<file path="config.mk">
export PLATFORM = sky130hd
export DESIGN_NAME = imm_gen_flat
export DESIGN_NICKNAME = d
export VERILOG_FILES = /design/src/rtl/imm_gen_pkg.sv /design/src/rtl/imm_gen_if.sv /design/src/rtl/imm_gen_comb.sv /design/src/rtl/imm_gen.sv /design/src/flat_wrapper.sv
export SDC_FILE = /design/constraint.sdc
export NUM_CORES = 1
export LEC_CHECK = 0
export CORE_MARGIN = 1
export CORE_UTILIZATION = 39
export CTS_BUF_LIST = sky130_fd_sc_hd__clkbuf_4 sky130_fd_sc_hd__clkbuf_8
export DETAILED_ROUTE_END_ITERATION = 12
export PLACE_DENSITY = 0.88
export SLEW_MARGIN = 0
export SYNTH_ARGS = -nofsm -noshare
export SYNTH_HDL_FRONTEND = slang
export SYNTH_SLANG_ARGS = --single-unit
</file>
<file path="constraint.sdc">
create_clock -name clk -period 3.5 [get_ports clk]
set_clock_uncertainty 0.15 [all_clocks]
set_input_delay 0.7 -clock clk [delete_from_list [all_inputs] [get_ports clk]]
set_output_delay 0.7 -clock clk [all_outputs]
set_load 0.005 [all_outputs]
</file>
<file path="src/rtl/imm_gen_pkg.sv">
// Shared decode constants for the RV64 immediate generator: widths,
// base opcodes and the immediate format code.
package imm_gen_pkg;

    localparam int XLEN = 64;
    localparam int ILEN = 32;

    localparam logic [6:0] OP_LOAD   = 7'b0000011;
    localparam logic [6:0] OP_IMM    = 7'b0010011;
    localparam logic [6:0] OP_IMM32  = 7'b0011011;
    localparam logic [6:0] OP_JALR   = 7'b1100111;
    localparam logic [6:0] OP_STORE  = 7'b0100011;
    localparam logic [6:0] OP_BRANCH = 7'b1100011;
    localparam logic [6:0] OP_LUI    = 7'b0110111;
    localparam logic [6:0] OP_AUIPC  = 7'b0010111;
    localparam logic [6:0] OP_JAL    = 7'b1101111;

    typedef enum logic [2:0] {
        IMM_I = 3'd0,
        IMM_S = 3'd1,
        IMM_B = 3'd2,
        IMM_U = 3'd3,
        IMM_J = 3'd4
    } imm_type_e;

endpackage

</file>
<file path="src/rtl/imm_gen_if.sv">
// Signal bundle between the decode stage and the immediate generator:
// instruction in, combinational and registered immediates out.
interface imm_gen_if;
    import imm_gen_pkg::*;

    logic [ILEN-1:0] inst;
    logic            en;
    logic [XLEN-1:0] imm;
    logic [2:0]      imm_type;
    logic [XLEN-1:0] imm_q;
    logic [2:0]      imm_type_q;

    modport master (
        output inst, en,
        input  imm, imm_type, imm_q, imm_type_q
    );

    modport slave (
        input  inst, en,
        output imm, imm_type, imm_q, imm_type_q
    );

endinterface

</file>
<file path="src/rtl/imm_gen_comb.sv">
// Pure combinational immediate decode; reusable by any stage that needs
// an immediate from a raw instruction word.
module imm_gen_comb
    import imm_gen_pkg::*;
(
    input  logic [ILEN-1:0] inst,
    output logic [XLEN-1:0] imm,
    output imm_type_e       imm_type
);

    logic sign;

    assign sign = inst[31];

    // Select the format from the opcode and assemble the immediate fields.
    always_comb begin
        // NOTE: defaults first so every path assigns both outputs; no latch.
        imm      = {{(XLEN-12){sign}}, inst[31:20]};
        imm_type = IMM_I;
        unique case (inst[6:0])
            OP_STORE: begin
                imm      = {{(XLEN-12){sign}}, inst[31:25], inst[11:7]};
                imm_type = IMM_S;
            end
            OP_BRANCH: begin
                // Halfword offset: the branch unit appends the zero LSB.
                imm      = {{(XLEN-12){sign}}, inst[31], inst[7], inst[30:25], inst[11:8]};
                imm_type = IMM_B;
            end
            OP_LUI, OP_AUIPC: begin
                // Upper 32 bits stay zero even when inst[31] is set.
                imm      = {32'b0, inst[31:12], 12'b0};
                imm_type = IMM_U;
            end
            OP_JAL: begin
                // Halfword offset: the jump unit appends the zero LSB.
                imm      = {{(XLEN-20){sign}}, inst[31], inst[19:12], inst[20], inst[30:21]};
                imm_type = IMM_J;
            end
            default: begin
                // Loads, OP-IMM, OP-IMM-32, JALR and unknown opcodes: I format.
                imm      = {{(XLEN-12){sign}}, inst[31:20]};
                imm_type = IMM_I;
            end
        endcase
    end

endmodule

</file>
<file path="src/rtl/imm_gen.sv">
// RV64 immediate generator: zero-latency decode for the current stage
// plus a load-enabled copy for the decode/execute boundary.
module imm_gen
    import imm_gen_pkg::*;
(
    input  logic      clk,
    input  logic      rst,
    imm_gen_if.slave  bus
);

    logic [XLEN-1:0] comb_imm;
    imm_type_e       comb_type;
    logic [XLEN-1:0] imm_r;
    imm_type_e       type_r;

    imm_gen_comb u_comb (
        .inst     (bus.inst),
        .imm      (comb_imm),
        .imm_type (comb_type)
    );

    assign bus.imm        = comb_imm;
    assign bus.imm_type   = comb_type;
    assign bus.imm_q      = imm_r;
    assign bus.imm_type_q = type_r;

    // Pipeline register: synchronous reset wins over the load enable.
    always_ff @(posedge clk) begin
        // NOTE: non-blocking so every flop samples pre-edge values.
        if (rst) begin
            imm_r  <= '0;
            type_r <= IMM_I;
        end else if (bus.en) begin
            imm_r  <= comb_imm;
            type_r <= comb_type;
        end
    end

endmodule

</file>
<file path="src/flat_wrapper.sv">
// flat-port wrapper written by rule: the top's interface ports become plain ports
module imm_gen_flat import imm_gen_pkg::*;
  (clk, rst, bus_inst, bus_en, bus_imm, bus_imm_type, bus_imm_q, bus_imm_type_q);
  imm_gen_if bus_i ();
  input  logic clk;
  input  logic rst;
  input wire logic [$bits(bus_i.inst)-1:0] bus_inst;
  input wire logic [$bits(bus_i.en)-1:0] bus_en;
  output wire logic [$bits(bus_i.imm)-1:0] bus_imm;
  output wire logic [$bits(bus_i.imm_type)-1:0] bus_imm_type;
  output wire logic [$bits(bus_i.imm_q)-1:0] bus_imm_q;
  output wire logic [$bits(bus_i.imm_type_q)-1:0] bus_imm_type_q;
  assign bus_i.inst = bus_inst;
  assign bus_i.en = bus_en;
  assign bus_imm = bus_i.imm;
  assign bus_imm_type = bus_i.imm_type;
  assign bus_imm_q = bus_i.imm_q;
  assign bus_imm_type_q = bus_i.imm_type_q;
  imm_gen u_core (.clk(clk), .rst(rst), .bus(bus_i));
endmodule
</file>
==> results_dict.tcl <==
set metrics [dict create \
    path_delay_family "buffers and inverters" \
    powerDensity_mw_per_mm2 285 \
    yosys.area_share.simple_pct 20.4 \
    sw_frac_of_total_pct 26.9 \
    synth_common_cells "64 x buf_4, 46 x nor2_1, 36 x dfxtp_1, 24 x nand2_1, 19 x a311oi_1" \
    syn_area_mm2 0.00240 \
    ys_seq_elements 36 \
    synth_top_family_by_area "buffers and inverters" \
    cp_num_buf_inv 4 \
    synthAdderAreaFrac_pct 0 \
    hold_buffers 0 \
    cts_buffers 5 \
    grt_pass1_vias 2305 \
    vias 2549 \
    switching_power_mw 0.311 \
    rsz0062_at_grt "true" \
    clk_pin_slew_ns 0.07 \
    htreeDepth 2 \
    viasPerCell 5.10 \
    yosys.area_share.xor_xnor_pct 0.678 \
    slew-limit-headroom_pct 36.9 \
    path_class "in2out" \
    area_growth_pct 69.1 \
    cpPeakStageDelay_ns 0.50 \
    synth.most_common_cell "buf_4" \
    grtUsageMet1_pct 25.0 \
    r2r_setup_slack_ns 2.10 \
    start_kind "input port" \
    max-clock-path-buffers 2 \
    place.gp.congestion 0.964 \
    io_buffers 168 \
    finalPower_mw 1.15 \
    tightestPinTransition_ns 0.943 \
    pwr-share-comb_pct 33.3 \
    fp.coreArea_mm2 0.00592 \
    pre_cts_slack_ns -0.151 \
    die_area_mm2 0.00647 \
    cp.required_ns 2.65 \
    wire_per_inst_um 14.9 \
    crit_fanout 8 \
    ys_top_cells_by_area "dfxtp_1 30%, buf_4 20%, nor2_1 7.2%" \
    synthesis.nets 337 \
    hold_viol 0 \
    slowest_stage "clkdlybuf4s50_1" \
    grt_max_degree 41 \
    ys.flop_type "dfxtp_1" \
    grt_busiest_layer "met2" \
    antenna_cells 0 \
    antenna_found_initial 0 \
    dp.cells 487 \
    p_leak_nw 1.71 \
    fillers 472 \
    synth_compound_area_share_pct 22.2 \
    seqPwrFrac_pct 39.5 \
    grt_pass1_wl_um 11000 \
    grtUsageMet3_pct 5.00 \
    ys_types 38 \
    clock-sinks 36 \
    fin_crit_sh_pct 99.2 \
    min_period_ns 3.47 \
    p_int_mw 0.843 \
    finalWirelength_um 7460 \
    insertion_delay_ns 0.28 \
    critPathArrivalTime_ns 2.62 \
    drive_gt1_share_pct 14.1 \
    hold_class "reg2reg" \
    slew_violations 0 \
    fp-row-count 28 \
    yosys.area.top_type "dfxtp_1" \
    grt_usage_pct 21.8 \
    pin_count 169 \
    synth-edff-count 0 \
    p_clk_share_pct 27.2 \
    crit_chain "clkdlybuf4s50_1 -> buf_4 -> or3b_4 -> a211oi_2 -> a311oi_2 -> inv_1 -> clkdlybuf4s50_1" \
    synthArstFlopShare_pct 0 \
    nets 459 \
    ys.warnings.count 0 \
    ys_seq_area_share_pct 30.0 \
    die_h_um 80.4 \
    status "finished clean" \
    synth_top_area_share_pct 30.0 \
    grt_overflow 0 \
    syn_inst 302 \
    drt_first_pass_iters 4 \
    drt-initial-drc-count 131 \
    instances_no_fill 500 \
    cp-end-kind "output pin" \
    cap_violations 0 \
    ant_nets 0 \
    ir_drop_uv 302 \
    cts_root_buffer "clkbuf_8" \
    syn_avg_cell_area_um2 7.94 \
    hpwl_um 5520 \
    drc 0 \
    die_w_um 80.4 \
    setup_ws_ns 0.0271 \
    start_util_pct 40.5 \
    muxShareOfSynthArea_pct 1.25 \
    cts_tree "yes" \
    cpMostUsedCell "clkdlybuf4s50_1" \
    use_met2_pct 39.0 \
    max_freq_ghz 0.288 \
    setup-violations-final 0 \
]
-- state kept, by name, indices dropped and copies added, names as in the netlist --
signal                 count
u_core.bus.imm_type_q      3
u_core.bus.imm_q          33
-- worst reg2reg max path, delay by kind of cell, from the launching register on --
kind	cells	cell delay, ns
and+or+nand+nor	1	0.13
DFF	1	0.90
muxes	1	0.15
-- layout make-up --
class	count	area, um2	share of cell area, %
Multi-Input combinational cell	175	1170	28.8
Clock inverter	1	7.51	0.185
Tap cell	75	93.8	2.31
Clock buffer	7	90.1	2.22
Sequential cell	36	721	17.8
Inverter	11	41.3	1.02
Timing Repair Buffer	195	1930	47.7
-- repair_timing --
item                                    4_1_cts  5_1_grt
pin swaps                                     3        6
setup buffers                                 1        2
gates cloned                                  1        1
gates resized for setup                       8       20
endpoints found under the setup margin       16       64
-- worst paths after layout --
check / start / end / depth (start not counted)
worst max-delay path: bus_inst[2] / bus_imm[1] / 7
worst min-delay path: u_core.bus.imm_q[14] / u_core.bus.imm_q[14] / 2
worst max register to register: u_core.bus.imm_q[62] / u_core.bus.imm_q[62] / 2
worst min register to register: u_core.bus.imm_q[14] / u_core.bus.imm_q[14] / 2
-- stage by stage --
stage / setup TNS, ns / hold slack, ns / cell area [um2] / util, %
6_report: 0 / 0.333 / 4060 / 68.5
5_1_grt: -0.151 / 0.360 / 4060 / 68.5
4_1_cts: -0.0708 / 0.336 / 3960 / 66.8
3_5_place_dp: -0.538 / 0.326 / 3800 / 64.3
3_3_place_gp: -0.107 / 0.321 / 3800 / 64.3
2_1_floorplan: 0 / 0.326 / 2400 / -
-- per-layer routing --
layer,wire [um],vias up
li1,-,1237
met2,3860,122
met1,2910,1177
met5,0,-
met3,581,13
met4,113,0
-- cells in the final DEF, fill, tap and decap left out, types with 3 or more instances in the layout --
cell,instances
clkdlybuf4s50_1,157
nor2_1,45
dfxtp_1,36
nand2_1,24
buf_4,23
a311oi_1,16
inv_1,11
nand3_1,11
dlymetal6s2s_1,9
a21o_1,8
o21a_1,8
a211oi_1,8
a21oi_1,7
a22oi_1,7
clkbuf_8,6
a311oi_2,3
a211oi_2,3
nor3_1,3
mux2i_1,3
-- cell families (layout without fill, tap and decap cells) --
group                     after synthesis  count (layout)
buffers and inverters                  93             214
muxes                                   3               3
DFF                                    36              36
xor gates and xnor gates                1               1
and+or+nand+nor                       102             104
AOI/OAI and AO/OA                      67              67
-- power by group through the flow --
stage | registers, mW | logic, mW | clock network (mW)
floorplan | 0.467 | 0.170 | 0
global placement | 0.464 | 0.367 | 0
detailed placement | 0.465 | 0.374 | 0
CTS | 0.456 | 0.380 | 0.327
global route | 0.460 | 0.414 | 0.341
finish | 0.456 | 0.384 | 0.314
No activity file was read; power rests on OpenSTA's default activity.
